==> src/rtl/pack_pkg.sv <==
// Shared types and sizing helpers for the packet-generator input arbiter.
package pack_pkg;

   typedef enum logic [1:0] {
      IDLE,
      XFER,
      PAD
   } pack_arb_state_t;

   localparam logic [7:0] PAD_BYTE_DFLT = 8'h00;

   // Preamble bytes are generated downstream, so only the payload is arbitrated.
   function automatic int payload_bytes(input int size_bit_pack,
                                        input int size_input_bit,
                                        input int sise_preamble);
      return size_bit_pack / size_input_bit - sise_preamble / size_input_bit;
   endfunction

endpackage

==> src/rtl/pack_arbiter_rr_picker.sv <==
// Round-robin pick: first requester at or after i_ptr, wrapping; one-hot and index out.
// Purely combinational, no backpressure.
module rr_picker #(
   parameter int NUM_SRC = 4,
   localparam int IDX_W = $clog2(NUM_SRC)
) (
   input  logic [NUM_SRC-1:0] i_req,
   input  logic [IDX_W-1:0]   i_ptr,
   output logic [NUM_SRC-1:0] o_win,
   output logic [IDX_W-1:0]   o_win_idx
);

   logic             w_found;
   logic [IDX_W-1:0] w_idx;

   always_comb begin
      w_found   = 1'b0;
      w_idx     = '0;
      o_win     = '0;
      o_win_idx = '0;
      for (int k = 0; k < NUM_SRC; k++) begin
         w_idx = IDX_W'((int'(i_ptr) + k) % NUM_SRC);
         if (!w_found && i_req[w_idx]) begin
            w_found      = 1'b1;
            o_win[w_idx] = 1'b1;
            o_win_idx    = w_idx;
         end
      end
   end

endmodule

==> src/rtl/pack_arbiter.sv <==
// Grants one full payload per round-robin winner, padding early frame ends; grant one cycle
// after request, zero-latency data path, i_ready stalls XFER/PAD in place.
module pack_arbiter
   import pack_pkg::*;
#(
   parameter int NUM_SRC        = 4,
   parameter int SIZE_BIT_PACK  = 1976,
   parameter int SIZE_INPUT_BIT = 8,
   parameter int SISE_PREAMBLE  = 32,
   parameter int PAYLOAD_BYTES  = payload_bytes(SIZE_BIT_PACK, SIZE_INPUT_BIT, SISE_PREAMBLE),
   parameter logic [SIZE_INPUT_BIT-1:0] PAD_BYTE = SIZE_INPUT_BIT'(PAD_BYTE_DFLT)
) (
   input  logic                               i_clk,
   input  logic                               i_reset_n,
   input  logic [NUM_SRC-1:0]                 i_src_req,
   input  logic [NUM_SRC*SIZE_INPUT_BIT-1:0]  i_src_data,
   input  logic [NUM_SRC-1:0]                 i_src_valid,
   input  logic [NUM_SRC-1:0]                 i_src_last,
   output logic [NUM_SRC-1:0]                 o_src_ready,
   output logic [NUM_SRC-1:0]                 o_grant,
   output logic [SIZE_INPUT_BIT-1:0]          o_data,
   output logic                               o_valid,
   input  logic                               i_ready,
   output logic                               o_pkt_done,
   output logic                               o_padded
);

   localparam int IDX_W = $clog2(NUM_SRC);
   localparam int CNT_W = $clog2(PAYLOAD_BYTES);
   localparam logic [CNT_W-1:0] LAST_BEAT = CNT_W'(PAYLOAD_BYTES - 1);

   pack_arb_state_t     r_state;
   logic [IDX_W-1:0]    r_rr_ptr;
   logic [IDX_W-1:0]    r_grant_idx;
   logic [NUM_SRC-1:0]  r_grant;
   logic [CNT_W-1:0]    r_beat_cnt;
   logic                r_pkt_done;
   logic                r_padded;

   logic [NUM_SRC-1:0]        w_win;
   logic [IDX_W-1:0]          w_win_idx;
   logic [SIZE_INPUT_BIT-1:0] w_src_byte [NUM_SRC];
   logic                      w_beat;
   logic                      w_final;
   logic                      w_src_last;

   for (genvar g = 0; g < NUM_SRC; g++) begin : g_src_byte
      assign w_src_byte[g] = i_src_data[g*SIZE_INPUT_BIT +: SIZE_INPUT_BIT];
   end

   rr_picker #(.NUM_SRC(NUM_SRC)) u_picker (
      .i_req     (i_src_req),
      .i_ptr     (r_rr_ptr),
      .o_win     (w_win),
      .o_win_idx (w_win_idx)
   );

   always_comb begin
      o_data      = '0;
      o_valid     = 1'b0;
      o_src_ready = '0;
      case (r_state)
         XFER: begin
            o_data      = w_src_byte[r_grant_idx];
            o_valid     = i_src_valid[r_grant_idx];
            o_src_ready = r_grant & {NUM_SRC{i_ready}};
         end
         PAD: begin
            o_data  = PAD_BYTE;
            o_valid = 1'b1;
         end
         default: ;
      endcase
   end

   assign w_beat     = o_valid & i_ready;
   assign w_final    = (r_beat_cnt == LAST_BEAT);
   assign w_src_last = i_src_last[r_grant_idx];

   assign o_grant    = r_grant;
   assign o_pkt_done = r_pkt_done;
   assign o_padded   = r_padded;

   always_ff @(posedge i_clk or negedge i_reset_n) begin
      if (!i_reset_n) begin
         r_state     <= IDLE;
         r_rr_ptr    <= '0;
         r_grant_idx <= '0;
         r_grant     <= '0;
         r_beat_cnt  <= '0;
         r_pkt_done  <= 1'b0;
         r_padded    <= 1'b0;
      end else begin
         r_pkt_done <= 1'b0;
         r_padded   <= 1'b0;
         case (r_state)
            IDLE: begin
               if (|i_src_req) begin
                  r_grant     <= w_win;
                  r_grant_idx <= w_win_idx;
                  r_beat_cnt  <= '0;
                  r_rr_ptr    <= (w_win_idx == IDX_W'(NUM_SRC - 1)) ? '0 : w_win_idx + 1'b1;
                  r_state     <= XFER;
               end
            end
            XFER: begin
               // A full payload wins over a coincident end-of-frame; surplus stays at the source.
               if (w_beat) begin
                  if (w_final) begin
                     r_state    <= IDLE;
                     r_grant    <= '0;
                     r_beat_cnt <= '0;
                     r_pkt_done <= 1'b1;
                  end else begin
                     r_beat_cnt <= r_beat_cnt + 1'b1;
                     if (w_src_last) r_state <= PAD;
                  end
               end
            end
            PAD: begin
               if (w_beat) begin
                  if (w_final) begin
                     r_state    <= IDLE;
                     r_grant    <= '0;
                     r_beat_cnt <= '0;
                     r_pkt_done <= 1'b1;
                     r_padded   <= 1'b1;
                  end else begin
                     r_beat_cnt <= r_beat_cnt + 1'b1;
                  end
               end
            end
            default: r_state <= IDLE;
         endcase
      end
   end

endmodule
==> config.mk <==
export PLATFORM = sky130hd
export DESIGN_NAME = pack_arbiter
export DESIGN_NICKNAME = d
export VERILOG_FILES = /design/src/rtl/pack_pkg.sv /design/src/rtl/pack_arbiter_rr_picker.sv /design/src/rtl/pack_arbiter.sv
export SDC_FILE = /design/constraint.sdc
export NUM_CORES = 1
export LEC_CHECK = 0
export BUFFER_PORTS_ARGS = -buffer_cell sky130_fd_sc_hd__buf_2
export CORE_MARGIN = 5
export CORE_UTILIZATION = 40
export DETAILED_ROUTE_END_ITERATION = 16
export PLACE_DENSITY = 0.7
export SLEW_MARGIN = 10
export SYNTH_ARGS = -nofsm -noshare
export SYNTH_HDL_FRONTEND = slang
export SYNTH_SLANG_ARGS = --single-unit
==> constraint.sdc <==
create_clock -name i_clk -period 3.4 [get_ports i_clk]
set_input_delay 0.34 -clock i_clk [delete_from_list [all_inputs] [get_ports i_clk]]
set_output_delay 0.34 -clock i_clk [all_outputs]
set_load 0.03 [all_outputs]
# Word-level counts from Yosys, hierarchy flattened
# Index checks and enable logic that the tools add are counted.
[totals]
register_bits = 20
inputBits = 47
wordCells = 114
[classes]
n_addsub = 5
magnitude_cmp = 10
n_eq_ne = 11
n_mux = 57
n_bitwise = 6
reduce_logical = 18
[ops]
columns = ["operator", "n"]
rows = [
  ["8-bit two-way mux", 6],
  ["4-bit two-way mux", 8],
  ["2-bit two-way mux", 11],
  ["1-bit two-way mux", 17],
  ["8-bit binary-select mux with 2-bit select", 1],
  ["8-bit case mux with 2 select lines", 1],
  ["2-bit by 3-bit < comparator with 1-bit output (second input constant)", 5],
  ["1-bit binary-select mux with 2-bit select", 6],
  ["4-bit bitwise OR", 3],
  ["8-bit by 1-bit adder with 8-bit output (second input constant)", 1],
  ["1-bit demux with 2-bit select", 4],
  ["8-bit equality test (second input constant)", 1],
  ["2-bit by 1-bit >= comparator with 1-bit output (second input constant)", 4],
  ["2-bit != test (second input constant)", 4],
  ["4-bit case mux with 2 select lines", 1],
  ["1-bit logical AND", 7],
  ["2-bit case mux with 3 select lines", 1],
  ["5-bit AND reduction", 1],
  ["2-bit by 1-bit adder with 2-bit output (second input constant)", 2],
  ["2-bit adder (second input constant)", 2],
  ["4-bit bitwise AND", 1],
  ["2-bit equality test (second input constant)", 2],
  ["2-bit by 1-bit != test with 1-bit output (second input constant)", 2],
  ["4-bit AND reduction", 1],
  ["13 further kinds", 15],
]

# Longest topological paths before layout
[logic_depth]
depth_word = 14
mapped_depth = 9
ltp_nobuf = 7

# Cells and area by module
# Synthesis repeated with hierarchy kept, for this count alone.
[unflattened]
cells_unflattened = 183
hier_area_um2 = 1894.3
[modules_own_cells]
columns = ["module", "instances", "cells_per_inst", "area_each_um2", "seq_area_each_um2"]
rows = [
  ["pack_arbiter", 1, 135, 1455.1, 500.5],
  ["rr_picker", 1, 48, 439.2, 0.0],
]

# Worst setup path before layout
# OpenSTA, ideal clock, no wires.
[synth_timing]
path_type = "reg-to-reg"
from = "register (tool-made name)"
to = "register r_grant_idx[0]"
setup_ps = 125
arrival_ps = 2256
required_time_ps = 3275
path_slack_ps = 1019
path_stages_with_launch = 9
path_buffers = 1
synth_period_minus_slack_ps = 2381
path_cell_list = "dfrtp_1 > buf_6 > inv_1 > ha_1 > mux4_2 > nand2b_1 > nand2_1 > o21a_1 > mux2_4"
[synth_rtl]
columns = ["item", "line_no", "rtl"]
rows = [
  ["end signal, assigned", "pack_arbiter.sv:100", "r_grant_idx <= w_win_idx;"],
  ["end, declared", "pack_arbiter.sv:34", "logic [IDX_W-1:0] r_grant_idx;"],
]

# Final worst setup path
[layout_timing]
from = "register r_grant_idx[0]"
to = "output port o_valid"
[layout_between]
elab_chain_cells = 3
[layout_rtl]
columns = ["item", "line_no", "rtl"]
rows = [
  ["1-bit binary-select mux with 2-bit select", "pack_arbiter.sv:65", "o_valid = i_src_valid[r_grant_idx];"],
  ["1-bit two-way mux (not written as such)", "pack_arbiter.sv:65", ""],
  ["1-bit case mux with 2 select lines", "pack_arbiter.sv:62", "case (r_state)"],
  ["end, declared", "pack_arbiter.sv:22", "output logic o_valid,"],
]
# Every way passes these cells. The select of a mux whose other input is x is not followed.

==> metrics.md <==
| Metric | Value |
|---|---|
| Synth area leaders | dfrtp_1 26%, mux4_2 15%, ha_1 7.9%, buf_6 3.5%, and2_1 3.3% |
| Area of the multi-input gates | 1262 um^2 |
| FF+latch area | 500.5 um^2 |
| Setup TNS Final | 0 ns |
| Fillers | 433 |
| Core Region | 4661 um^2 |
| Synth area leader | dfrtp_1 |
| Vert. Die Dim | 79.02 um |
| Post-route ant nets | 0 |
| Drt via density | 5.677 |
| Clock latency on the worst-skew pair | 0.26 ns |
| Syn Std Cell Area | 1906 um^2 |
| Fin crit share | 0.7527 |
| Layout Area Growth over Synthesis | 19.83% |
| CTS H-tree lvls | 1 |
| Average wire per standard cell | 16.10 um |
| Yosys top cell area share | 0.2626 |
| TritonRoute pass-1 iters | 4 |
| Post-CTS Setup Bufs | 0 |
| Layout cells sized above 1 | 0.3815 |
| Grt ovf | 0 |
| Vias in the first global route | 1,639 |
| Seq/Total Area, Yosys | 0.2626 |
| R2R Setup Slk | 0.88 ns |
| YS warnings | 0 |
| Clock Path Buffers | 2 |
| Area after DPL | 2212 um^2 |
| CTS clk-pin slew, worst paths | 0.08 ns |
| CP max FO | 11 |
| Final Hold Slack | 0.02331 ns |
| Tot Pwr | 0.002021 W |
| Top cells by count, synth | 20 x dfrtp_1, 16 x nand2_1, 13 x inv_1, 13 x mux4_2, 12 x ha_1 |
| Cell with the most instances after synthesis | dfrtp_1 |
| Vias post-DR | 1,720 |
| Worst-Margin Slew | 0.7589 ns |
| Mapped Cells | 190 |
| Global-route wire length before repair | 7.845 mm |
| Syn Area/Cell | 10.03 um^2 |
| Hold Buf Count CTS | 0 |
| Predominant post-synthesis flop cell | dfrtp_1 |
| TritonCTS clock tree | built |
| Max VDD drop | 0.3952 mV |
| Worst clock skew | 0.001903 ns |
| Crit Path Category | reg2out |
| Worst-case reg-to-reg path depth | 6 |
| R2R Path End | o_grant[2] |
| Row cnt | 25 |
| Gr usage total | 0.1569 |
| Critical Path End | o_valid |
| R2r startpoint | r_rr_ptr[1] |
| Setup violations, final | 0 |
| Max-Cap Viols | 0 |
| CTS buffer count | 3 |
| Largest net degree at the start of global routing | 21 |
| DIE WIDTH | 79.02 um |
| DIE AREA | 6244 um^2 |
| # resized after CTS | 0 |
| Arrival time worst endpoint | 2.22 ns |
| Io pins | 66 |
| Type of origin of the critical path | flop |
| Final Hold Fails | 0 |
| Yosys cell types | 50 |
| Starting density of the core | 0.4089 |
| Number of synthesized flops with an enable pin | 0 |
| Ant diodes | 0 |
| Final nets | 309 |
| Drt total wl | 4.879 mm |
| Worst Path Required | 3.06 ns |
| Slew Limit Fails | 0 |
| Root Buffer | clkbuf_8 |
| Outcome | finished clean |
| CTS Sinks | 20 |
| Hold Path Class | in2async |
| Crit. End Element | primary output |
| Relative slew slack | 0.4894 |
| Flops & latches, synth | 20 |
| Layout Utilization | 0.4899 |
| # port buffers | 65 |
| Initial DRC count | 133 |
| Async S/R FF share, synth | 1.000 |
| Detailed placer's ending HPWL | 3.828 mm |
| RSZ-0062 raised after global routing | false |
| Fmax | 390.7 MHz |
| Cell Pwr Density | 885.3 nW/um^2 |
| Initial antenna violation count | 0 |
| Worst Setup SP | r_grant_idx[0] |
| Tmin final | 2.559 ns |
| Drt drc | 0 |
| Leak | 1.089 nW |
| Post-layout instance area | 2283 um^2 |
| Placer Congestion | 0.8412 |
| Post-Syn Nets | 249 |
how the worst min path moves through the flow:
stage | start | to | slack, ns | cells past startpoint
floorplan | i_reset_n | async pin | 0.04 | 0
global placement | i_reset_n | r_beat_cnt[5] | 0.32 | 1
detailed placement | i_reset_n | r_beat_cnt[3] | 0.32 | 1
CTS | i_reset_n | r_beat_cnt[5] | 0.03 | 1
global route | i_reset_n | r_beat_cnt[3] | 0.06 | 1
finish | i_reset_n | r_beat_cnt[5] | 0.02 | 1
kinds of logic (layout without fill, tap and decap cells):
kind of cell / after synthesis / in the layout / synth area share
xor+xnor: 2 / 2 / 0.009194
simple gates: 68 / 68 / 0.2160
mux: 18 / 18 / 0.1832
fa+ha+maj: 12 / 12 / 0.07879
compound gates: 46 / 46 / 0.1753
flops: 20 / 20 / 0.2626
buf+inv: 24 / 83 / 0.07485
flip-flops by register name (all words and copies together), names as in the netlist, named ones only:
signal and cells:
r_state 2, o_pkt_done 1, r_rr_ptr 1, o_padded 1
r_beat_cnt 8, r_grant_idx 2, o_grant 4
placed cells by master (no fill, tap or decap), types with 5 or more instances in the layout:
cell / n
a21oi_1: 6
and2_1: 10
and3_1: 6
buf_2: 65
dfrtp_1: 20
ha_1: 12
inv_1: 13
mux4_2: 13
nand2_1: 16
nand3_1: 5
o21ai_1: 6
o221ai_1: 5
o31ai_1: 5
routing by layer:
metal,GRT usage,vias up,routed length [um]
li1,-,841,-
met1,0.2127,837,2116
met2,0.2643,37,2555
met3,0.01927,5,155
met4,0.04124,0,52
met5,0,-,0
worst max-delay path, stage by stage (launching register included):
cell and delay [ns]:
dfrtp_1 0.75, mux4_2 0.62, a21oi_1 0.32, nor2b_1 0.08, buf_2 0.18
per-stage QoR:
stage | setup WS, ns | cells
detailed placement | 0.8977 | 299
CTS | 0.8162 | 303
floorplan | 1.019 | 190
global route | 0.6862 | 303
finish | 0.8408 | 303
global placement | 0.9410 | 299
cell type report:
class	instances	area share
Multi-Input combinational cell	146	0.5529
Sequential cell	20	0.2192
Timing Repair Buffer	66	0.1458
Tap cell	54	0.02959
Inverter	13	0.02137
Clock buffer	3	0.01808
Clock inverter	1	0.01315
power by group:
group	leakage (nW)	internal (W)	total, W	switching, W
clock	0.0357	0.000157	0.000244	0.0000863
sequential	0.258	0.000323	0.000459	0.000136
combinational	0.796	0.000576	0.00132	0.000743
Note: power is estimated with default switching activity, not from simulation.
